### src/rtl/digit_pkg.sv
// digit_pkg: shared constants, FSM state type and ambiguity helper for the digit detector
package digit_pkg;
    localparam int NUM_CLASSES = 10;
    localparam int BASE_ADDR   = 8;
    localparam int ADDR_W      = 5;
    localparam int DATA_W      = 4;
    localparam int MARGIN      = 1;
    localparam int CNT_W       = 4;

    typedef enum logic [2:0] {IDLE, SCAN, DRAIN, FINISH, HOLD} detState_t;

    // Gap is computed one bit wider so the unsigned difference never wraps
    function automatic logic is_ambiguous(input logic [DATA_W-1:0] best, input logic [DATA_W-1:0] second);
        logic [DATA_W:0] gap;
        gap = {1'b0, best} - {1'b0, second};
        return gap < (DATA_W+1)'(MARGIN);
    endfunction
endpackage

### src/rtl/digit_detector_if.sv
// digit_detector_if: sigmoid read port, trigger and result handshake of the digit detector
interface digit_detector_if;
    import digit_pkg::*;
    logic              network_done;
    logic              sig_rd_en;
    logic [ADDR_W-1:0] sig_rd_addr;
    logic [DATA_W-1:0] sig_rd_data;
    logic              busy;
    logic [3:0]        digit;
    logic [DATA_W-1:0] max_value;
    logic              ambiguous;
    logic              digit_valid;
    logic              result_ack;
    logic              overrun;

    modport master (
        input  network_done, sig_rd_data, result_ack,
        output sig_rd_en, sig_rd_addr, busy, digit, max_value, ambiguous, digit_valid, overrun
    );
    modport slave (
        output network_done, sig_rd_data, result_ack,
        input  sig_rd_en, sig_rd_addr, busy, digit, max_value, ambiguous, digit_valid, overrun
    );
endinterface

### src/rtl/flex_counter.sv
// flex_counter: clearable up-counter that wraps to 0 after reaching rollover_val
module flex_counter #(
    parameter int NUM_CNT_BITS = 4
) (
    input  logic                    clk,
    input  logic                    n_rst,
    input  logic                    clear,
    input  logic                    count_enable,
    input  logic [NUM_CNT_BITS-1:0] rollover_val,
    output logic [NUM_CNT_BITS-1:0] count_out,
    output logic                    rollover_flag
);
    assign rollover_flag = count_out == rollover_val;

    always_ff @(posedge clk or negedge n_rst) begin
        if (!n_rst)
            count_out <= '0;
        else if (clear)
            count_out <= '0;
        else if (count_enable)
            count_out <= rollover_flag ? '0 : count_out + 1'b1;
    end
endmodule

### src/rtl/digit_detector.sv
// digit_detector: argmax over the layer-2 sigmoid outputs, result held under valid/ack
module digit_detector
    import digit_pkg::*;
(
    input  logic clk,
    input  logic n_rst,
    digit_detector_if.master bus
);
    detState_t         state;
    logic [CNT_W-1:0]  idx;
    logic [CNT_W-1:0]  j_d;
    logic [CNT_W-1:0]  best_idx;
    logic              last;
    logic              data_vld;
    logic              start;
    logic [DATA_W-1:0] best;
    logic [DATA_W-1:0] second;

    flex_counter #(.NUM_CNT_BITS(CNT_W)) u_idx (
        .clk          (clk),
        .n_rst        (n_rst),
        .clear        (state != SCAN),
        .count_enable (state == SCAN),
        .rollover_val (CNT_W'(NUM_CLASSES - 1)),
        .count_out    (idx),
        .rollover_flag(last)
    );

    assign start = bus.network_done && (state == IDLE || state == HOLD);

    always_ff @(posedge clk or negedge n_rst) begin
        if (!n_rst) begin
            state           <= IDLE;
            data_vld        <= 1'b0;
            j_d             <= '0;
            best            <= '0;
            second          <= '0;
            best_idx        <= '0;
            bus.sig_rd_en   <= 1'b0;
            bus.sig_rd_addr <= '0;
            bus.busy        <= 1'b0;
            bus.digit       <= '0;
            bus.max_value   <= '0;
            bus.ambiguous   <= 1'b0;
            bus.digit_valid <= 1'b0;
            bus.overrun     <= 1'b0;
        end else begin
            data_vld <= bus.sig_rd_en;
            j_d      <= idx;
            if (bus.network_done && state != IDLE)
                bus.overrun <= 1'b1;
            // Strict compares: on a tie the earlier class keeps the lead
            if (data_vld) begin
                if (bus.sig_rd_data > best) begin
                    second   <= best;
                    best     <= bus.sig_rd_data;
                    best_idx <= j_d;
                end else if (bus.sig_rd_data > second)
                    second <= bus.sig_rd_data;
            end
            if (start) begin
                state           <= SCAN;
                best            <= '0;
                second          <= '0;
                best_idx        <= '0;
                bus.sig_rd_en   <= 1'b1;
                bus.sig_rd_addr <= ADDR_W'(BASE_ADDR);
                bus.busy        <= 1'b1;
                bus.digit_valid <= 1'b0;
            end else begin
                case (state)
                    SCAN: begin
                        state           <= last ? DRAIN : SCAN;
                        bus.sig_rd_en   <= !last;
                        bus.sig_rd_addr <= last ? '0 : ADDR_W'(BASE_ADDR + int'(idx) + 1);
                    end
                    DRAIN: state <= FINISH;
                    FINISH: begin
                        state           <= HOLD;
                        bus.digit       <= best_idx;
                        bus.max_value   <= best;
                        bus.ambiguous   <= is_ambiguous(best, second);
                        bus.digit_valid <= 1'b1;
                        bus.busy        <= 1'b0;
                    end
                    HOLD: if (bus.result_ack) begin
                        state           <= IDLE;
                        bus.digit_valid <= 1'b0;
                    end
                    default: state <= IDLE;
                endcase
            end
        end
    end
endmodule

### src/flat_wrapper.sv
// flat-port wrapper written by rule: the top's interface ports become plain ports
module digit_detector_flat import digit_pkg::*;
  (clk, n_rst, bus_network_done, bus_sig_rd_data, bus_result_ack, bus_sig_rd_en, bus_sig_rd_addr, bus_busy, bus_digit, bus_max_value, bus_ambiguous, bus_digit_valid, bus_overrun);
  digit_detector_if bus_i ();
  input  logic clk;
  input  logic n_rst;
  input wire logic [$bits(bus_i.network_done)-1:0] bus_network_done;
  input wire logic [$bits(bus_i.sig_rd_data)-1:0] bus_sig_rd_data;
  input wire logic [$bits(bus_i.result_ack)-1:0] bus_result_ack;
  output wire logic [$bits(bus_i.sig_rd_en)-1:0] bus_sig_rd_en;
  output wire logic [$bits(bus_i.sig_rd_addr)-1:0] bus_sig_rd_addr;
  output wire logic [$bits(bus_i.busy)-1:0] bus_busy;
  output wire logic [$bits(bus_i.digit)-1:0] bus_digit;
  output wire logic [$bits(bus_i.max_value)-1:0] bus_max_value;
  output wire logic [$bits(bus_i.ambiguous)-1:0] bus_ambiguous;
  output wire logic [$bits(bus_i.digit_valid)-1:0] bus_digit_valid;
  output wire logic [$bits(bus_i.overrun)-1:0] bus_overrun;
  assign bus_i.network_done = bus_network_done;
  assign bus_i.sig_rd_data = bus_sig_rd_data;
  assign bus_i.result_ack = bus_result_ack;
  assign bus_sig_rd_en = bus_i.sig_rd_en;
  assign bus_sig_rd_addr = bus_i.sig_rd_addr;
  assign bus_busy = bus_i.busy;
  assign bus_digit = bus_i.digit;
  assign bus_max_value = bus_i.max_value;
  assign bus_ambiguous = bus_i.ambiguous;
  assign bus_digit_valid = bus_i.digit_valid;
  assign bus_overrun = bus_i.overrun;
  digit_detector u_core (.clk(clk), .n_rst(n_rst), .bus(bus_i));
endmodule
### config.mk
export PLATFORM = sky130hd
export DESIGN_NAME = digit_detector_flat
export DESIGN_NICKNAME = d
export VERILOG_FILES = /design/src/rtl/digit_pkg.sv /design/src/rtl/digit_detector_if.sv /design/src/rtl/flex_counter.sv /design/src/rtl/digit_detector.sv /design/src/flat_wrapper.sv
export SDC_FILE = /design/constraint.sdc
export NUM_CORES = 1
export LEC_CHECK = 0
export CAP_MARGIN = 10
export CELL_PAD_IN_SITES_DETAIL_PLACEMENT = 1
export CELL_PAD_IN_SITES_GLOBAL_PLACEMENT = 2
export CORE_AREA = 3 3 80 82
export CTS_CLUSTER_DIAMETER = 120
export CTS_CLUSTER_SIZE = 16
export DETAILED_ROUTE_END_ITERATION = 8
export DIE_AREA = 0 0 83 85
export GPL_ROUTABILITY_DRIVEN = 0
export PLACE_DENSITY = 0.79
export SYNTH_ARGS = -nofsm -noshare
export SYNTH_HDL_FRONTEND = slang
export SYNTH_HIERARCHICAL = 1
export SYNTH_SLANG_ARGS = --single-unit
### constraint.sdc
create_clock -name clk -period 4.95 [get_ports clk]
set_clock_uncertainty 0.15 [all_clocks]
set_input_delay 0.495 -clock clk [delete_from_list [all_inputs] [get_ports clk]]
set_output_delay 0.495 -clock clk [all_outputs]
set_load 0.1 [all_outputs]
==> impl_metrics.yaml <==
final_layout:
  final_common_cell: "dfrtp_1"
  mostFrequentLayoutCells: "dfrtp_1, clkdlybuf4s50_1, nor2_1"
  multi_input_area_sq_um: 1060
  area_growth_pct: 18.2
  antennaDiodeCount: 0
  nFillCells: 670
  area.sequential_sq_um: 1050
  final_nets: 254
  drive_above_1_share: 0.108
worst_setup_path:
  r2r_slack_ns: 2.29
  worstReg2RegStart: "u_core/best[1]"
  r2r_end: "u_core/second[2]"
  cp.arrival_ns: 2.88
  worst-endpoint-required_ns: 4.96
  start_kind: "primary input"
  reg2regPathDepth: 7
  critPathKind: "primary input to flop"
  crit_path_max_fanout: 13
  end_kind: "flop"
global_routing:
  grtUsageTotal: 0.141
  antenna_found_initial: 0
  grt_pass1_vias: 1678
  grt_max_degree: 43
  grt_pass1_wl_mm: 8.07
  grt_overflow_total: 0
place:
  io_buffer_count: 25
  dp_hpwl_mm: 3.26
  pre_cts_ws_ns: 1.77
synthesis:
  synth_area_sq_um: 2220
  synth-async-reset-ratio: 1.00
  yosys_warnings: 6
  synthTopCellsByArea: "dfrtp_1, ha_1, mux2i_1, a21oi_1, nor2_1"
  yosysTopAreaCellShare: 0.474
  synthCells: 205
  seq_area_frac_synth: 0.474
  synth-edff-count: 0
  synthDistinctLibCells: 48
  synthFlopType: "dfrtp_1"
  avgSynthCellArea_sq_um: 10.8
  synth_seq_cells: 42
  yosysTopAreaCell: "dfrtp_1"
run_status:
  status: "complete, no violations"
timing:
  tightest_slew_ns: 1.09
  setup_ws_ns: 2.09
  final_hold_viol_count: 0
  tns_ns: 0
  post-route-min-period_ns: 2.86
  relSlewSlack: 0.272
  fmax_mhz: 349
  finalMaxSlewViolations: 0
  rsz0062_at_grt: "no"
  min_period_over_period: 0.578
  setup_viol: 0
detailed_routing:
  routedWlPerCell_um: 14.9
  drt_iter0_drc: 43
  wl_mm: 4.57
  routed_via_density: 5.04
  drtAntennaViolNets: 0
  dr.pass1.iters: 4
  dr_total_vias: 1541
  drc: 0
worst_hold_path:
  hold_path.class: "primary input to asynchronous set/reset pin"
cts:
  cts_num_sinks: 42
  root_buffer: "clkbuf_8"
  clockBufferDepth: 2
  ctsResizeCount: 0
  hold_buffers: 0
  cts_tree: "done"
  cts.clk_slew.worst_paths_ns: 0.08
  clk-insertion-delay-late_ns: 0.29
  htreeDepth: 2
  cts_made_buffers: 5
  cts_setup_buffers: 0
flow_run:
  cap_violations: 0
floorplan:
  core_area_sq_um: 5820
  rows: 28
  dieArea_sq_um: 7060
  die_h_um: 85
  die_w_um: 83
  ios: 26
  initial_core_util: 0.381
==> logic make-up (layout without fill, tap and decap cells) <==
| logic type | after synthesis | after routing | synth area share |
|---|---|---|---|
| compound gates | 41 | 41 | 0.126 |
| xor+xnor | 6 | 6 | 0.0237 |
| other cells | 2 | 4 | 0.00339 |
| mux | 19 | 19 | 0.0886 |
| flops | 42 | 42 | 0.474 |
| fa+ha+maj | 15 | 15 | 0.0880 |
| simple gates | 58 | 58 | 0.146 |
| buf+inv | 22 | 46 | 0.0508 |
==> critical path, stage by stage <==
cell             delay, ns
clkdlybuf4s50_1       0.52
inv_1                 0.08
ha_1                  0.28
and4_1                0.23
a211oi_2              0.90
or2_1                 0.27
a21oi_1               0.09
==> sequential cells by signal, indices dropped and copies added, names as in the netlist <==
register and flops:
u_core/bus.sig_rd_addr 5, u_core/best 4, u_core/best_idx 4, u_core/bus.digit 4
u_core/bus.max_value 4, u_core/j_d 4, u_core/second 4, u_core/u_idx/count_out 4
u_core/state 3, u_core/bus.ambiguous 1, u_core/bus.busy 1, u_core/bus.digit_valid 1
u_core/bus.overrun 1, u_core/bus.sig_rd_en 1, u_core/data_vld 1
==> per-stage QoR <==
step / utilization / hold slack, ns / cell area (sq um) / std cells
finish: 0.451 / 0.185 / 2620 / 306
global route: 0.451 / 0.277 / 2620 / 306
CTS: 0.451 / 0.229 / 2620 / 306
detailed placement: 0.431 / 0.263 / 2510 / 299
global placement: 0.431 / 0.260 / 2510 / 299
floorplan: - / 0.0494 / 2220 / 207
==> per-layer routing <==
metal  GRT usage  wire [um]
met5           0          0
met4      0.0446         61
met3      0.0340        147
met2       0.241       2230
met1       0.177       2130
==> worst max-delay path by stage <==
stage / start / end / slack (ns) / cells past startpoint
after CTS: bus_sig_rd_data[1] / u_core/second[2] / 2.08 / 7
final: bus_sig_rd_data[0] / u_core/second[2] / 2.09 / 7
after floorplan: u_core/state[1] / u_core/u_idx/count_out[2] / 2.88 / 9
after detailed placement: bus_sig_rd_data[1] / u_core/second[2] / 1.77 / 7
after global placement: bus_sig_rd_data[0] / u_core/second[1] / 1.75 / 7
after global routing: bus_sig_rd_data[0] / u_core/second[2] / 1.85 / 7
==> cells in the mapped netlist, types with 3 or more instances <==
master	number
a21oi_1	16
buf_6	3
dfrtp_1	42
ha_1	14
inv_1	13
mux2_2	5
mux2i_1	14
nand2_1	14
nand3_1	3
nor2_1	17
nor3_1	6
o21ai_0	5
o31ai_1	5
xor2_1	4
==> cell type report <==
cell class                      count  area share
Clock buffer                        6      0.0315
Clock inverter                      1      0.0115
Inverter                           13      0.0186
Multi-Input combinational cell    143       0.405
Sequential cell                    42       0.401
Tap cell                           75      0.0358
Timing Repair Buffer               26      0.0965
Power is left out: the tool's default activity adds up to more than one toggle a clock period on the data nets, which glitch-free logic cannot reach.
